`src/rtl/ctrl_pkg.sv`:
```
// ============================================================================
//  Module      : ctrl_pkg
//  Description : Control-bundle bit positions, widths and redirect helper
//                shared by the control pipeline.
//  Revision    : 1.0 - initial release
// ============================================================================
`default_nettype none

package ctrl_pkg;

    localparam int CTRL_W  = 5;
    localparam int ALUOP_W = 3;

    localparam int EX_ALUOP_HI = 4;
    localparam int EX_ALUOP_LO = 2;
    localparam int EX_MEMREAD  = 1;
    localparam int EX_MEMWRITE = 0;

    localparam int MEM_REGWRITE = 4;
    localparam int MEM_MEMTOREG = 3;
    localparam int MEM_PCTOREG  = 2;
    localparam int MEM_BRANCH   = 1;
    localparam int MEM_JUMP     = 0;

    // True when the MEM-stage bundle changes the PC: a jump, or a branch whose
    // condition was captured as true on the way out of EX.
    function automatic logic takes_redirect(input logic [CTRL_W-1:0] mem_ctrl,
                                            input logic              br_q);
        return mem_ctrl[MEM_JUMP] | (mem_ctrl[MEM_BRANCH] & br_q);
    endfunction

endpackage

`default_nettype wire

```
`src/rtl/ctrl_stage_reg.sv`:
```
// ============================================================================
//  Module      : ctrl_stage_reg
//  Description : Valid + payload pipeline register with hold, bubble and clear.
//  Revision    : 1.0 - initial release
// ============================================================================
`default_nettype none

module ctrl_stage_reg #(
    parameter int W = 8
) (
    input  logic         clk,
    input  logic         rst,
    input  logic         i_hold,
    input  logic         i_bubble,
    input  logic         i_clear,
    input  logic         i_valid,
    input  logic [W-1:0] i_data,
    output logic         o_valid,
    output logic [W-1:0] o_data
);

    logic         r_valid;
    logic [W-1:0] r_data;

    // Hold outranks bubble/load; clear drops the entry even while held.
    always_ff @(posedge clk) begin
        if (rst || i_clear) begin
            r_valid <= 1'b0;
            r_data  <= '0;
        end else if (!i_hold) begin
            if (i_bubble) begin
                r_valid <= 1'b0;
                r_data  <= '0;
            end else begin
                r_valid <= i_valid;
                r_data  <= i_data;
            end
        end
    end

    assign o_valid = r_valid;
    assign o_data  = r_data;

endmodule

`default_nettype wire

```
`src/rtl/ctrl_pipeline.sv`:
```
// ============================================================================
//  Module      : ctrl_pipeline
//  Description : ID/EX, EX/MEM, MEM/WB control registers with load-use stall,
//                MEM-stage branch/jump redirect and memory-stall freeze.
//  Revision    : 1.0 - initial release
// ============================================================================
`default_nettype none

module ctrl_pipeline
    import ctrl_pkg::*;
#(
    parameter int REG_AW = 6
) (
    input  logic              clk,
    input  logic              rst,
    input  logic              id_valid,
    input  logic [CTRL_W-1:0] id_ex_ctrl,
    input  logic [CTRL_W-1:0] id_mem_ctrl,
    input  logic [REG_AW-1:0] id_rd,
    input  logic [REG_AW-1:0] id_rs,
    input  logic [REG_AW-1:0] id_rt,
    input  logic              ex_br_cond,
    input  logic              mem_stall,
    output logic              id_stall,
    output logic              if_flush,
    output logic              redirect,
    output logic              ex_valid,
    output logic [ALUOP_W-1:0] ex_alu_op,
    output logic              mem_read,
    output logic              mem_write,
    output logic              wb_reg_write,
    output logic              wb_mem_to_reg,
    output logic              wb_pc_to_reg,
    output logic [REG_AW-1:0] wb_rd
);

    localparam int IDEX_W  = 2 * CTRL_W + REG_AW;
    localparam int EXMEM_W = 2 + CTRL_W + REG_AW + 1;
    localparam int MEMWB_W = 3 + REG_AW;

    logic               w_ex_valid;
    logic [IDEX_W-1:0]  w_idex_data;
    logic [CTRL_W-1:0]  w_ex_exc;
    logic [CTRL_W-1:0]  w_ex_memc;
    logic [REG_AW-1:0]  w_ex_rd;

    logic               w_mem_valid;
    logic [EXMEM_W-1:0] w_exmem_data;
    logic               w_mem_rd_en;
    logic               w_mem_wr_en;
    logic [CTRL_W-1:0]  w_mem_memc;
    logic [REG_AW-1:0]  w_mem_rd;
    logic               w_mem_br;

    logic               w_wb_valid;
    logic [MEMWB_W-1:0] w_memwb_data;

    logic               w_lu;
    logic               w_redirect;

    assign w_ex_exc  = w_idex_data[IDEX_W-1 -: CTRL_W];
    assign w_ex_memc = w_idex_data[REG_AW +: CTRL_W];
    assign w_ex_rd   = w_idex_data[REG_AW-1:0];

    assign {w_mem_rd_en, w_mem_wr_en, w_mem_memc, w_mem_rd, w_mem_br} = w_exmem_data;

    assign w_lu = w_ex_valid & w_ex_exc[EX_MEMREAD] & id_valid
                & ((w_ex_rd == id_rs) | (w_ex_rd == id_rt));

    assign w_redirect = w_mem_valid & takes_redirect(w_mem_memc, w_mem_br) & ~mem_stall;

    // A redirect discards the ID instruction, so a coincident load-use needs no stall.
    assign id_stall = mem_stall | (w_lu & ~w_redirect);
    assign if_flush = w_redirect;
    assign redirect = w_redirect;

    ctrl_stage_reg #(.W(IDEX_W)) u_id_ex (
        .clk      (clk),
        .rst      (rst),
        .i_hold   (mem_stall),
        .i_bubble (w_redirect | w_lu),
        .i_clear  (1'b0),
        .i_valid  (id_valid),
        .i_data   ({id_ex_ctrl, id_mem_ctrl, id_rd}),
        .o_valid  (w_ex_valid),
        .o_data   (w_idex_data)
    );

    ctrl_stage_reg #(.W(EXMEM_W)) u_ex_mem (
        .clk      (clk),
        .rst      (rst),
        .i_hold   (mem_stall),
        .i_bubble (1'b0),
        .i_clear  (w_redirect),
        .i_valid  (w_ex_valid),
        .i_data   ({w_ex_exc[EX_MEMREAD], w_ex_exc[EX_MEMWRITE], w_ex_memc, w_ex_rd, ex_br_cond}),
        .o_valid  (w_mem_valid),
        .o_data   (w_exmem_data)
    );

    ctrl_stage_reg #(.W(MEMWB_W)) u_mem_wb (
        .clk      (clk),
        .rst      (rst),
        .i_hold   (mem_stall),
        .i_bubble (1'b0),
        .i_clear  (1'b0),
        .i_valid  (w_mem_valid),
        .i_data   ({w_mem_memc[MEM_REGWRITE], w_mem_memc[MEM_MEMTOREG],
                    w_mem_memc[MEM_PCTOREG], w_mem_rd}),
        .o_valid  (w_wb_valid),
        .o_data   (w_memwb_data)
    );

    assign ex_valid      = w_ex_valid;
    assign ex_alu_op     = w_ex_valid ? w_ex_exc[EX_ALUOP_HI:EX_ALUOP_LO] : '0;
    assign mem_read      = w_mem_valid & w_mem_rd_en;
    assign mem_write     = w_mem_valid & w_mem_wr_en;
    assign wb_reg_write  = w_wb_valid & w_memwb_data[REG_AW+2];
    assign wb_mem_to_reg = w_wb_valid & w_memwb_data[REG_AW+1];
    assign wb_pc_to_reg  = w_wb_valid & w_memwb_data[REG_AW];
    assign wb_rd         = w_wb_valid ? w_memwb_data[REG_AW-1:0] : '0;

endmodule

`default_nettype wire

```
`config.mk`:
```
export PLATFORM = sky130hd
export DESIGN_NAME = ctrl_pipeline
export DESIGN_NICKNAME = d
export VERILOG_FILES = /design/src/rtl/ctrl_pkg.sv /design/src/rtl/ctrl_stage_reg.sv /design/src/rtl/ctrl_pipeline.sv
export SDC_FILE = /design/constraint.sdc
export NUM_CORES = 1
export LEC_CHECK = 0
export ABC_AREA = 1
export CORE_ASPECT_RATIO = 0.7
export CORE_UTILIZATION = 36
export CTS_CLUSTER_DIAMETER = 200
export CTS_CLUSTER_SIZE = 14
export DETAILED_ROUTE_END_ITERATION = 7
export GPL_TIMING_DRIVEN = 0
export PLACE_DENSITY_LB_ADDON = 0.2
export SETUP_SLACK_MARGIN = 0.5
export SYNTH_ARGS = -nofsm -noshare
export SYNTH_HDL_FRONTEND = slang
export SYNTH_SLANG_ARGS = --single-unit
```
`constraint.sdc`:
```
create_clock -name clk -period 1.8 [get_ports clk]
set_input_delay 0.54 -clock clk [delete_from_list [all_inputs] [get_ports clk]]
set_output_delay 0.54 -clock clk [all_outputs]
set_load 0.02 [all_outputs]
```
==> impl_metrics.json <==
{
  "synth_area_per_cell_sq_um": 6.48,
  "areaGrowthSynthToFinish_pct": 55.2,
  "cts_tree": "yes",
  "grt_pass1_wl_microns": 8470,
  "rsz0062_at_grt": "true",
  "diodes": 0,
  "numCtsBuffers": 5,
  "hold_class": "register to register",
  "final_nets": 430,
  "hp-start": "u_id_ex.o_data[7]",
  "antenna_found_initial": 0,
  "placed_area_sq_um": 2710,
  "die_height_microns": 65.4,
  "worst_path_max_delay_cell": "clkdlybuf4s50_1",
  "rows": 22,
  "fin_crit_ns": 2.10,
  "syn_area_sq_um": 2070,
  "maxCapViolCount": 0,
  "dp_worst_setup_slack_ns": -1.31,
  "hold_buffers": 0,
  "ir_worst_vdd_mv": 0.319,
  "grt_max_degree": 13,
  "stdcell_count": 470,
  "crit_path_start_kind": "input port",
  "fill_cells": 514,
  "dieArea_sq_um": 6050,
  "grtUsageTotal_pct": 18.1,
  "h-tree-depth": 2,
  "post-dp-hpwl_microns": 3500,
  "core_area_sq_um": 5400,
  "finalWorstSetupSlack_ns": -0.303,
  "vias": 2123,
  "io_pins": 51,
  "die_width_microns": 92.6,
  "cts.path.max_buffers": 2,
  "max_clock_freq_mhz": 476,
  "synth_cell_type_count": 21,
  "drive_gt1_share_pct": 40.2,
  "relSlewSlack_pct": 59.7,
  "path_class": "input port to output port",
  "clkTransAtPathRegs_ns": 0.08,
  "wl_microns": 5270,
  "postRouteAntennaNets": 0,
  "cp_max_fo": 2,
  "floorplan.initialDensity_pct": 38.3,
  "setup-violations-final": 2,
  "powerDensity_nw_per_um2": 606,
  "finalSetupTns_ns": -0.308,
  "status": "complete, but fails checks",
  "yosysSeqAreaShare_pct": 40.7,
  "endpoint_kind": "output port",
  "drtPass1Iterations": 4,
  "path_cells": "clkdlybuf4s50_1, inv_2, nor2_8, nand2_4, buf_8, a21oi_4, buf_6",
  "cp-startpoint": "id_valid",
  "post_drt_wl_per_cell_microns": 11.2,
  "leakagePower_nw": 1.67,
  "synth_nets": 352,
  "drt_first_iter_violations": 67,
  "grt_pass1_vias": 1885,
  "violations": "negative setup slack",
  "cpPeakStageDelay_ns": 0.47,
  "critPathArrivalTime_ns": 1.56,
  "ys_warn_count": 0,
  "cpLargestDelayFamily": "buffers and inverters",
  "synth_cells": 319,
  "grt.overflow.total": 0,
  "fin_crit_sh_pct": 117,
  "r2r_start": "u_id_ex.o_data[0]",
  "hold_viol_final": 0,
  "critPathRequiredTime_ns": 1.26,
  "drc": 0,
  "place_inst": 440,
  "clock-sinks": 42,
  "worstMarginPinSlew_ns": 0.604,
  "final_area_sq_um": 3210,
  "synth-seq-cells": 42,
  "port_buffers": 49,
  "skew_ns": 0.00722,
  "gp_congestion": 0.766,
  "vias_per_cell": 4.52,
  "root_buffer": "clkbuf_8",
  "slew_violations": 0,
  "crit_buf_inv": 4,
  "insertion_delay_ns": 0.29
}
## final timing paths
path                   endpoint  slack (ns)  cells after the start
min          u_ex_mem.o_data[8]        0.46                      2
max reg2reg   u_id_ex.o_data[7]        0.15                     13
min reg2reg  u_ex_mem.o_data[8]        0.46                      2
max                    id_stall       -0.30                      7
## cell usage in the layout (no fill, tap or decap), types with 9 or more instances in the layout
cell             Yosys  routed
nand2_1             87      70
nor2_1              52      49
dfxtp_1             42      31
buf_6                1      27
a21oi_1             33      26
inv_2                9      25
inv_1               43      22
clkdlybuf4s50_1      0      18
buf_4                4      15
buf_2                3      14
nand2_4              1      11
nand3_2              2      10
nand3_1             17       9
o21ai_0              9       9
## power breakdown
group          internal [mW]  switching (mW)
clock                  0.309           0.309
sequential             0.968          0.0364
combinational          0.154           0.169
total                   1.43           0.514
## cell families (layout without fill, tap and decap cells)
logic type	after synthesis	in the layout	synth area share [%]
AND/OR/NAND/NOR	164	164	33.7
flip-flops	42	42	40.7
AO/OA/AOI/OAI	45	45	11.4
buffers and inverters	68	147	14.2
## synthesized netlist by cell type (all sizes together)
library cell  count  area share [%]
clkbuf            6             1.1
a21oi            35             8.8
buf               9             3.4
clkinv            1            0.18
o21ai            10             2.6
nand3            19             5.1
inv              52             9.4
dfxtp            42              41
nand2            89              17
nor2             56              12
## sequential cells by signal (all words and copies together) (netlist names)
signal	count
u_id_ex.o_data	16
u_ex_mem.o_data	14
u_mem_wb.o_data	9
u_ex_mem.o_valid	1
u_id_ex.o_valid	1
u_mem_wb.o_valid	1
## timing repair
item / in CTS / in global routing
gates resized for setup: 218 / 36
pin swaps: 19 / 12
setup buffers: 13 / 7
cloned: 2 / 0
endpoints found under the setup margin: 60 / 49
## worst min-delay path: stages (launching register included)
cell	delay [ns]
dfxtp_1	0.32
nand2_1	0.06
a21oi_1	0.05
## cell type report
type | instances | area (sq um) | share of cell area (%)
sequential | 42 | 872 | 27.2
tap | 72 | 90.1 | 2.81
clock inverter | 1 | 5.00 | 0.156
buffer | 15 | 124 | 3.86
multi-input combinational | 209 | 1130 | 35.1
timing repair buffer | 71 | 676 | 21.1
inverter | 53 | 228 | 7.10
clock buffer | 7 | 86.3 | 2.69
## metal layers
layer | vias to the layer above | global-route usage [%] | routed length (microns)
met5 | - | 0 | 0
met4 | 0 | 4.10 | 32
met3 | 5 | 4.17 | 219
met2 | 43 | 30.0 | 2500
met1 | 951 | 24.0 | 2520
li1 | 1124 | - | -
## per-stage QoR
step | utilization (%) | hold slack, ns | power [mW]
2_1_floorplan | - | 0.436 | 1.19
3_3_place_gp | 50.3 | 0.444 | 1.31
3_5_place_dp | 50.3 | 0.453 | 1.31
4_1_cts | 56.2 | 0.465 | 1.94
5_1_grt | 59.5 | 0.485 | 2.05
6_report | 59.5 | 0.460 | 1.94
Note: power is estimated with default switching activity, not from simulation.
